[config.mk]
export PLATFORM = sky130hd
export DESIGN_NAME = conv_seq_ctrl_flat
export DESIGN_NICKNAME = d
export VERILOG_FILES = /design/src/rtl/conv_seq_if.sv /design/src/rtl/conv_seq_ctrl.sv /design/src/flat_wrapper.sv
export SDC_FILE = /design/constraint.sdc
export NUM_CORES = 1
export LEC_CHECK = 0
export BUFFER_PORTS_ARGS = -buffer_cell sky130_fd_sc_hd__buf_2
export CAP_MARGIN = 20
export CORE_MARGIN = 2
export CORE_UTILIZATION = 56
export CTS_CLUSTER_DIAMETER = 40
export DETAILED_ROUTE_END_ITERATION = 8
export GPL_TIMING_DRIVEN = 0
export PLACE_DENSITY = 0.83
export SYNTH_ARGS = -nofsm -noshare
export SYNTH_HDL_FRONTEND = slang
export SYNTH_SLANG_ARGS = --single-unit
[constraint.sdc]
create_clock -name clk -period 2.75 [get_ports clk]
set_clock_uncertainty 0.05 [all_clocks]
set_input_delay 0 -clock clk [delete_from_list [all_inputs] [get_ports clk]]
set_output_delay 0 -clock clk [all_outputs]
set_load 0.05 [all_outputs]
[src/rtl/conv_seq_if.sv]
// Host/memory/PE-array signal bundle for the convolution sequencer.
// The master modport is the host side; the slave modport is the sequencer.
interface conv_seq_if #(
  parameter int TAPS   = 3,
  parameter int ADDR_W = 8
);
  localparam int WA_W = $clog2(TAPS);

  logic              start;
  logic [ADDR_W-1:0] len;
  logic              busy;
  logic              done;
  logic              err;
  logic              w_rd_en;
  logic [WA_W-1:0]   w_addr;
  logic              pe_w_we;
  logic [WA_W-1:0]   pe_w_sel;
  logic              x_rd_en;
  logic [ADDR_W-1:0] x_addr;
  logic              pe_en;
  logic              y_valid;
  logic [ADDR_W-1:0] y_index;

  modport master (
    output start, len,
    input  busy, done, err, w_rd_en, w_addr, pe_w_we, pe_w_sel,
    input  x_rd_en, x_addr, pe_en, y_valid, y_index
  );

  modport slave (
    input  start, len,
    output busy, done, err, w_rd_en, w_addr, pe_w_we, pe_w_sel,
    output x_rd_en, x_addr, pe_en, y_valid, y_index
  );
endinterface

[src/rtl/conv_seq_ctrl.sv]
// Job sequencer for a TAPS-long systolic MAC chain: weight load, sample
// streaming with advance enable, result tagging, and host busy/done/err.
module conv_seq_ctrl #(
  parameter int TAPS     = 3,
  parameter int ADDR_W   = 8,
  parameter int PIPE_LAT = 1
) (
  input  logic      clk,
  input  logic      rst,
  conv_seq_if.slave bus
);
  localparam int WA_W  = $clog2(TAPS);
  localparam int CNT_W = (PIPE_LAT > 1) ? $clog2(PIPE_LAT) : 1;
  localparam logic [WA_W-1:0]   W_LAST     = WA_W'(TAPS - 1);
  localparam logic [ADDR_W-1:0] LEN_MIN    = ADDR_W'(TAPS);
  localparam logic [ADDR_W-1:0] S_MIN      = ADDR_W'(TAPS - 1);
  localparam logic [CNT_W-1:0]  DRAIN_LAST = CNT_W'(PIPE_LAT - 1);

  typedef enum logic [2:0] {IDLE, LOAD_W, STREAM, DRAIN, DONE} state_t;

  state_t            state_q;
  logic [ADDR_W-1:0] len_q;
  logic [ADDR_W-1:0] s_q;
  logic [CNT_W-1:0]  cnt_q;
  logic              busy_q, done_q, err_q;
  logic              w_rd_en_q, pe_w_we_q, x_rd_en_q, pe_en_q;
  logic [WA_W-1:0]   w_addr_q, pe_w_sel_q;
  logic [ADDR_W-1:0] x_addr_q;

  always_ff @(posedge clk or posedge rst) begin
    if (rst) begin
      state_q    <= IDLE;
      len_q      <= '0;
      s_q        <= '0;
      cnt_q      <= '0;
      busy_q     <= 1'b0;
      done_q     <= 1'b0;
      err_q      <= 1'b0;
      w_rd_en_q  <= 1'b0;
      w_addr_q   <= '0;
      pe_w_we_q  <= 1'b0;
      pe_w_sel_q <= '0;
      x_rd_en_q  <= 1'b0;
      x_addr_q   <= '0;
      pe_en_q    <= 1'b0;
    end else begin
      err_q  <= 1'b0;
      done_q <= 1'b0;
      case (state_q)
        IDLE: begin
          if (bus.start) begin
            if (bus.len >= LEN_MIN) begin
              state_q   <= LOAD_W;
              busy_q    <= 1'b1;
              len_q     <= bus.len;
              w_rd_en_q <= 1'b1;
              w_addr_q  <= '0;
            end else begin
              err_q <= 1'b1;
            end
          end
        end
        LOAD_W: begin
          // PE write strobe trails the weight read by the memory latency
          pe_w_we_q  <= w_rd_en_q;
          pe_w_sel_q <= w_addr_q;
          if (w_rd_en_q) begin
            if (w_addr_q == W_LAST) w_rd_en_q <= 1'b0;
            else                    w_addr_q  <= w_addr_q + WA_W'(1);
          end
          if (pe_w_we_q && pe_w_sel_q == W_LAST) begin
            state_q   <= STREAM;
            x_rd_en_q <= 1'b1;
            x_addr_q  <= '0;
            s_q       <= '0;
          end
        end
        STREAM: begin
          pe_en_q <= x_rd_en_q;
          if (x_rd_en_q) begin
            if (x_addr_q == len_q - ADDR_W'(1)) x_rd_en_q <= 1'b0;
            else                                x_addr_q  <= x_addr_q + ADDR_W'(1);
          end
          if (pe_en_q) s_q <= s_q + ADDR_W'(1);
          if (pe_en_q && !x_rd_en_q) begin
            state_q <= DRAIN;
            cnt_q   <= '0;
          end
        end
        DRAIN: begin
          if (cnt_q == DRAIN_LAST) begin
            state_q <= DONE;
            done_q  <= 1'b1;
          end else begin
            cnt_q <= cnt_q + CNT_W'(1);
          end
        end
        DONE: begin
          state_q <= IDLE;
          busy_q  <= 1'b0;
        end
        default: state_q <= IDLE;
      endcase
    end
  end

  // A pe_en cycle yields a result once the window holds TAPS samples
  logic              res_vld;
  logic [ADDR_W-1:0] res_idx;
  assign res_vld = pe_en_q && (s_q >= S_MIN);
  assign res_idx = s_q - S_MIN;

  // Index stages load only on valid, so the final stage holds its last tag
  for (genvar gi = 0; gi < PIPE_LAT; gi++) begin : g_lat
    logic              in_vld;
    logic [ADDR_W-1:0] in_idx;
    logic              vld_q;
    logic [ADDR_W-1:0] idx_q;
    if (gi == 0) begin : g_head
      assign in_vld = res_vld;
      assign in_idx = res_idx;
    end else begin : g_tail
      assign in_vld = g_lat[gi-1].vld_q;
      assign in_idx = g_lat[gi-1].idx_q;
    end
    always_ff @(posedge clk or posedge rst) begin
      if (rst) begin
        vld_q <= 1'b0;
        idx_q <= '0;
      end else begin
        vld_q <= in_vld;
        if (in_vld) idx_q <= in_idx;
      end
    end
  end

  assign bus.busy     = busy_q;
  assign bus.done     = done_q;
  assign bus.err      = err_q;
  assign bus.w_rd_en  = w_rd_en_q;
  assign bus.w_addr   = w_addr_q;
  assign bus.pe_w_we  = pe_w_we_q;
  assign bus.pe_w_sel = pe_w_sel_q;
  assign bus.x_rd_en  = x_rd_en_q;
  assign bus.x_addr   = x_addr_q;
  assign bus.pe_en    = pe_en_q;
  assign bus.y_valid  = g_lat[PIPE_LAT-1].vld_q;
  assign bus.y_index  = g_lat[PIPE_LAT-1].idx_q;
endmodule

[src/flat_wrapper.sv]
// flat-port wrapper written by rule: the top's interface ports become plain ports
module conv_seq_ctrl_flat 
#(
  parameter int TAPS     = 3,
  parameter int ADDR_W   = 8,
  parameter int PIPE_LAT = 1
)
  (clk, rst, bus_start, bus_len, bus_busy, bus_done, bus_err, bus_w_rd_en, bus_w_addr, bus_pe_w_we, bus_pe_w_sel, bus_x_rd_en, bus_x_addr, bus_pe_en, bus_y_valid, bus_y_index);
  conv_seq_if #(.TAPS(TAPS), .ADDR_W(ADDR_W)) bus_i ();
  input  logic clk;
  input  logic rst;
  input wire logic [$bits(bus_i.start)-1:0] bus_start;
  input wire logic [$bits(bus_i.len)-1:0] bus_len;
  output wire logic [$bits(bus_i.busy)-1:0] bus_busy;
  output wire logic [$bits(bus_i.done)-1:0] bus_done;
  output wire logic [$bits(bus_i.err)-1:0] bus_err;
  output wire logic [$bits(bus_i.w_rd_en)-1:0] bus_w_rd_en;
  output wire logic [$bits(bus_i.w_addr)-1:0] bus_w_addr;
  output wire logic [$bits(bus_i.pe_w_we)-1:0] bus_pe_w_we;
  output wire logic [$bits(bus_i.pe_w_sel)-1:0] bus_pe_w_sel;
  output wire logic [$bits(bus_i.x_rd_en)-1:0] bus_x_rd_en;
  output wire logic [$bits(bus_i.x_addr)-1:0] bus_x_addr;
  output wire logic [$bits(bus_i.pe_en)-1:0] bus_pe_en;
  output wire logic [$bits(bus_i.y_valid)-1:0] bus_y_valid;
  output wire logic [$bits(bus_i.y_index)-1:0] bus_y_index;
  assign bus_i.start = bus_start;
  assign bus_i.len = bus_len;
  assign bus_busy = bus_i.busy;
  assign bus_done = bus_i.done;
  assign bus_err = bus_i.err;
  assign bus_w_rd_en = bus_i.w_rd_en;
  assign bus_w_addr = bus_i.w_addr;
  assign bus_pe_w_we = bus_i.pe_w_we;
  assign bus_pe_w_sel = bus_i.pe_w_sel;
  assign bus_x_rd_en = bus_i.x_rd_en;
  assign bus_x_addr = bus_i.x_addr;
  assign bus_pe_en = bus_i.pe_en;
  assign bus_y_valid = bus_i.y_valid;
  assign bus_y_index = bus_i.y_index;
  conv_seq_ctrl #(.TAPS(TAPS), .ADDR_W(ADDR_W), .PIPE_LAT(PIPE_LAT)) u_core (.clk(clk), .rst(rst), .bus(bus_i));
endmodule
; ---- Yosys cells after proc, flatten, opt, wreduce, memory -nomap -nowiden
; Cells that the tools add are included.
[classes]
addsub = 6
magnitude_cmp = 2
eq_ne = 17
n_mux = 35
n_reduce_logical = 18
[op_table]
columns = cell, n
row1 = two-way mux 8 bit, 4
row2 = case mux 8 bit (2 select lines), 2
row3 = "adder 8 x 1 -> 8 bit, second input constant", 2
row4 = ">= comparator 8 x 2 -> 1 bit, second input constant", 2
row5 = two-way mux 3 bit, 5
row6 = two-way mux 1 bit, 14
row7 = "!= test 2 x 1 -> 1 bit, second input constant", 6
row8 = case mux 3 bit (4 select lines), 1
row9 = AND reduction 3 bit, 4
row10 = AND reduction 5 bit, 2
row11 = == test 8 bit, 1
row12 = two-way mux 2 bit, 4
row13 = "!= test 2 bit, second input constant", 4
row14 = case mux 1 bit (2 select lines), 4
row15 = nonzero test 2 bit, 4
row16 = "subtractor 8 x 1 -> 8 bit, second input constant", 1
row17 = "subtractor 8 x 2 -> 8 bit, second input constant", 1
row18 = "== test 3 x 2 -> 1 bit, second input constant", 2
row19 = "== test 2 bit, second input constant", 2
row20 = case mux 2 bit (2 select lines), 1
row21 = AND reduction 2 bit, 2
row22 = AND reduction 4 bit, 1
row23 = "== test 3 x 1 -> 1 bit, second input constant", 1
row24 = "== test 3 bit, second input constant", 1
row25 = other kinds (5), 7
[word_totals]
reg_bits = 48
in_bits = 11
output_inout_bits = 28
elab_cells = 94

; ---- Logic depth before layout (Yosys ltp)
[depth]
word_depth = 5
ltp_mapped = 10
ltp_nobuf = 9

; ---- Worst setup path after synthesis
; Ideal clock, no wire load.
[synth_timing]
path_kind = register to register
from = register u_core.x_addr_q[2] (netlist: u_core.bus.x_addr[2])
to = register u_core.x_addr_q[0] (netlist: u_core.bus.x_addr[0])
setup_time_ps = 125
arrival_time_ps = 2019
t_required_ps = 2575
setup_slack_ps = 556
stages_incl_launch_ff = 9
period_less_slack_ps = 2194
path_cell_list = dfrtp_1 clkbuf_1 a21oi_1 a311oi_1 a31oi_1 a211oi_2 buf_6 nor3_1 mux2_2
[synth_via]
elab_chain_cells = 3
[synth_lines]
columns = element, line_no
row1 = "start, declared", conv_seq_ctrl.sv:28  ; logic [ADDR_W-1:0] x_addr_q;
row2 = "start signal, assigned", conv_seq_ctrl.sv:82  ; else x_addr_q <= x_addr_q + ADDR_W'(1);
row3 = == test 8 bit, conv_seq_ctrl.sv:81  ; if (x_addr_q == len_q - ADDR_W'(1)) x_rd_en_q <= 1'b0;
row4 = != test 2 bit (no source line), --
row5 = AND reduction 4 bit (no source line), --
; No other way between the ends.
; A chain may end at the register's enable or synchronous reset.

; ---- Worst setup path after layout
[layout_timing]
from = register u_core.len_q[2]
to = register u_core.x_addr_q[1] (netlist: u_core.bus.x_addr[1])
[layout_via]
elab_chain_cells = 4
[layout_lines]
columns = element, line_no
row1 = "start, declared", conv_seq_ctrl.sv:22  ; logic [ADDR_W-1:0] len_q;
row2 = "start signal, assigned", conv_seq_ctrl.sv:55  ; len_q <= bus.len;
row3 = subtractor 8 x 1 -> 8 bit, conv_seq_ctrl.sv:81
row4 = == test 8 bit, conv_seq_ctrl.sv:81
row5 = != test 2 bit (no source line), --
row6 = AND reduction 4 bit (no source line), --
; No other way between the ends.

==> flow_summary_export.csv <==
group,metric,value,unit
run_status,status,"finished clean",
critical_path,path_class,"flip-flop to flip-flop",
clock_tree,cts_resized,0,
global_route,grt.met2_usage,0.400,
global_route,use_met3,0.0649,
critical_path,crit_chain,"nor3_1, a21oi_1, o21ai_1, o311ai_2, a211oi_2, buf_6, nor3_1, a22o_2",
global_route,track_usage,0.229,
sta,drv_slew,0,
yosys,synth_top_area_frac,0.499,
pwr,leakagePower,0.00134,uW
cells_and_area,antenna_cells,0,
sta,max_slew_margin,0.448,
critical_path,reg2reg_slack,0.33,ns
drt,avgViaCountPerCell,5.53,
clock_tree,ctsRootBufferMaster,"clkbuf_8",
pwr,pwr_density_cell,1140,nW/um2
flow_run,maxCapViolCount,0,
clock_tree,clkTransAtPathRegs,0.09,ns
critical_path,cp_slowest_cell,"dfrtp_1",
clock_tree,clock_path_buffers,2,
die,die-area,4750,um2
critical_path,cp_top_family,"compound AO/OA/AOI/OAI gates",
sta,fin_setup_tns,0,ns
drt,firstDrtPassIters,4,
cells_and_area,seq_area,1180,um2
clock_tree,cts_buffers,5,
yosys,synth_cell_types,48,
cells_and_area,nets,311,
placement,finalWeightedCongestion,0.843,
critical_path,critPathBufInv,1,
critical_path,ff2ff_path_depth,8,
sta,worst_pin_slew,0.817,ns
sta,layout_setup_ws,0.327,ns
yosys,yosys.area.top_type,"dfrtp_1",
drt,drtAntennaViolNets,0,
critical_path,endpoint_kind,"flip-flop",
die,coreArea,4030,um2
critical_path,critPathMaxStageDelay,0.43,ns
cells_and_area,syn2layout_area_growth,20.2,%
sta,rsz0062_at_grt,"no",
clock_tree,clk_latency,0.31,ns
placement,post-place-ws,0.375,ns
cells_and_area,multi_input_comb_area,1120,um2
global_route,grt_max_degree,37,
yosys,syn_inst,237,
global_route,grt_remaining_overflow,0,
global_route,grt_use_met1,0.263,
drt,drc,0,
drt,wl,4.86,mm
clock_tree,cts_sinks,47,
yosys,synth-edff-count,0,
yosys,netlist_top_cells_area,"dfrtp_1 50%, nand2_1 4.9%, mux2_2 4.3%",
yosys,ys.flop_type,"dfrtp_1",
critical_path,cp_num_cells,8,
sta,period_share,0.881,
global_route,busiest_layer,"met2",
sta,hold_viol,0,
placement,port_buffers,38,
yosys,ys_seq_area_frac,0.499,
cells_and_area,postLayoutCoreUtil,0.704,
critical_path,worstReg2RegStart,"u_core.len_q[2]",
clock_tree,postCtsHoldBufs,10,
cells_and_area,drive_gt1_frac,0.238,
sta,setup_viol_count_final,0,
critical_path,cp_max_fo,10,
yosys,syn_area,2360,um2
yosys,synthesis.nets,255,
yosys,yosys-top-cells-count,"47 x dfrtp_1, 31 x nand2_1, 20 x nor2_1",
yosys,avgSynthCellArea,9.95,um2
die,initial_core_util,0.585,
die,fp.dieW,68.9,um
drt,wire_per_inst,14.1,um
drt,drt_iter0_markers,80,
yosys,async_flop_share,1.00,
global_route,grt_pass1_vias,1804,
pwr,ir_worst_vdd,775,uV
critical_path,critPathLaunch,"u_core.len_q[2]",
yosys,synth-seq-cells,47,
global_route,antenna_found_initial,0,
critical_path,crit_top_cell,"nor3_1",
yosys,yosysMostFrequentCell,"dfrtp_1",
clock_tree,post_cts_buffers,0,
worst_hold_path,worst_hold_path_type,"input pin to asynchronous set/reset pin",
die,ioPinCount,39,
drt,vias,1901,
placement,hpwl,3.44,mm
sta,fmaxAchievable,413,MHz
clock_tree,h-tree-depth,2,
cells_and_area,n_fill_cell,306,
critical_path,cp_data_required_time,2.89,ns
sta,period_minus_slack,2.42,ns
die,fp.dieH,68.9,um
critical_path,cp.arrival,2.56,ns
yosys,yosysWarnings,0,
clock_tree,cts_tree,"done",
global_route,grt_first_pass_wirelength,7.84,mm
critical_path,worstSetupStartpointType,"flip-flop",
die,placementRows,23,
## logic make-up after synthesis
| logic type | count (synthesis) | synth area share |
|---|---|---|
| flops | 47 | 0.499 |
| buf+inv | 15 | 0.0276 |
| mux | 10 | 0.0472 |
| fa+ha+maj | 7 | 0.0371 |
| simple gates | 94 | 0.199 |
| xor+xnor | 19 | 0.0706 |
| compound gates | 45 | 0.120 |
## where the power goes
part           leakage (uW)  internal (uW)  switching, uW
clock             0.0000505            229            235
sequential         0.000592            934            223
combinational      0.000698            534           1060
total               0.00134           1700           1520
## worst register-to-register path: stages (launching register included)
cell and delay [ns]:
dfrtp_1 0.43, nor3_1 0.36, a21oi_1 0.20, o21ai_1 0.24, o311ai_2 0.15, a211oi_2 0.37
buf_6 0.19, nor3_1 0.06, a22o_2 0.26
## path summary, 6_finish.rpt
kind,end
max,u_core.bus.x_addr[1]
min,u_core.bus.y_index[6]
max reg2reg,u_core.bus.x_addr[1]
min reg2reg,u_core.bus.y_index[7]
max in group asynchronous,u_core.len_q[3]
min in group clk,u_core.len_q[0]
## layer usage
layer | vias to the layer above | part of all wire
met2 | 48 | 0.50
met5 | - | 0
met1 | 902 | 0.43
met4 | 0 | 0.028
li1 | 937 | -
met3 | 14 | 0.040
## cell type report
cell class	count	share of cell area
buffer	7	0.0124
clock buffer	7	0.0340
clock inverter	1	0.00265
inverter	8	0.0106
multi-input combinational	175	0.394
sequential	47	0.415
tap	50	0.0221
timing repair buffer	49	0.109
## registers in the layout, summed over array words and instances (netlist names), 2 cells and up
register             cells
u_core.bus.x_addr        8
u_core.bus.y_index       8
u_core.len_q             8
u_core.s_q               8
u_core.state_q           3
u_core.bus.pe_w_sel      2
u_core.bus.w_addr        2
## placed cells by master, fill, tap and decap left out, types with 4 or more instances in the layout
cell	instances
nand3_1	9
dlygate4sd3_1	10
ha_1	7
nor3_1	7
a21oi_1	10
o21ai_0	19
clkbuf_1	5
xnor2_1	10
buf_2	39
mux2_2	9
nor2_1	20
dfrtp_1	47
inv_1	7
xor2_1	9
clkbuf_8	7
nand3b_1	4
nand2_1	31
## metrics by stage
stage	power (uW)	std cells	instance area, um2	hold slack [ns]
detailed placement	2760	326	2630	-0.0940
global placement	2690	325	2610	0.168
finish	3220	344	2840	0.116
global route	3450	344	2840	0.128
floorplan	2390	237	2360	0.0668
CTS	3240	344	2840	0.116
Note: power is estimated with default switching activity, not from simulation.
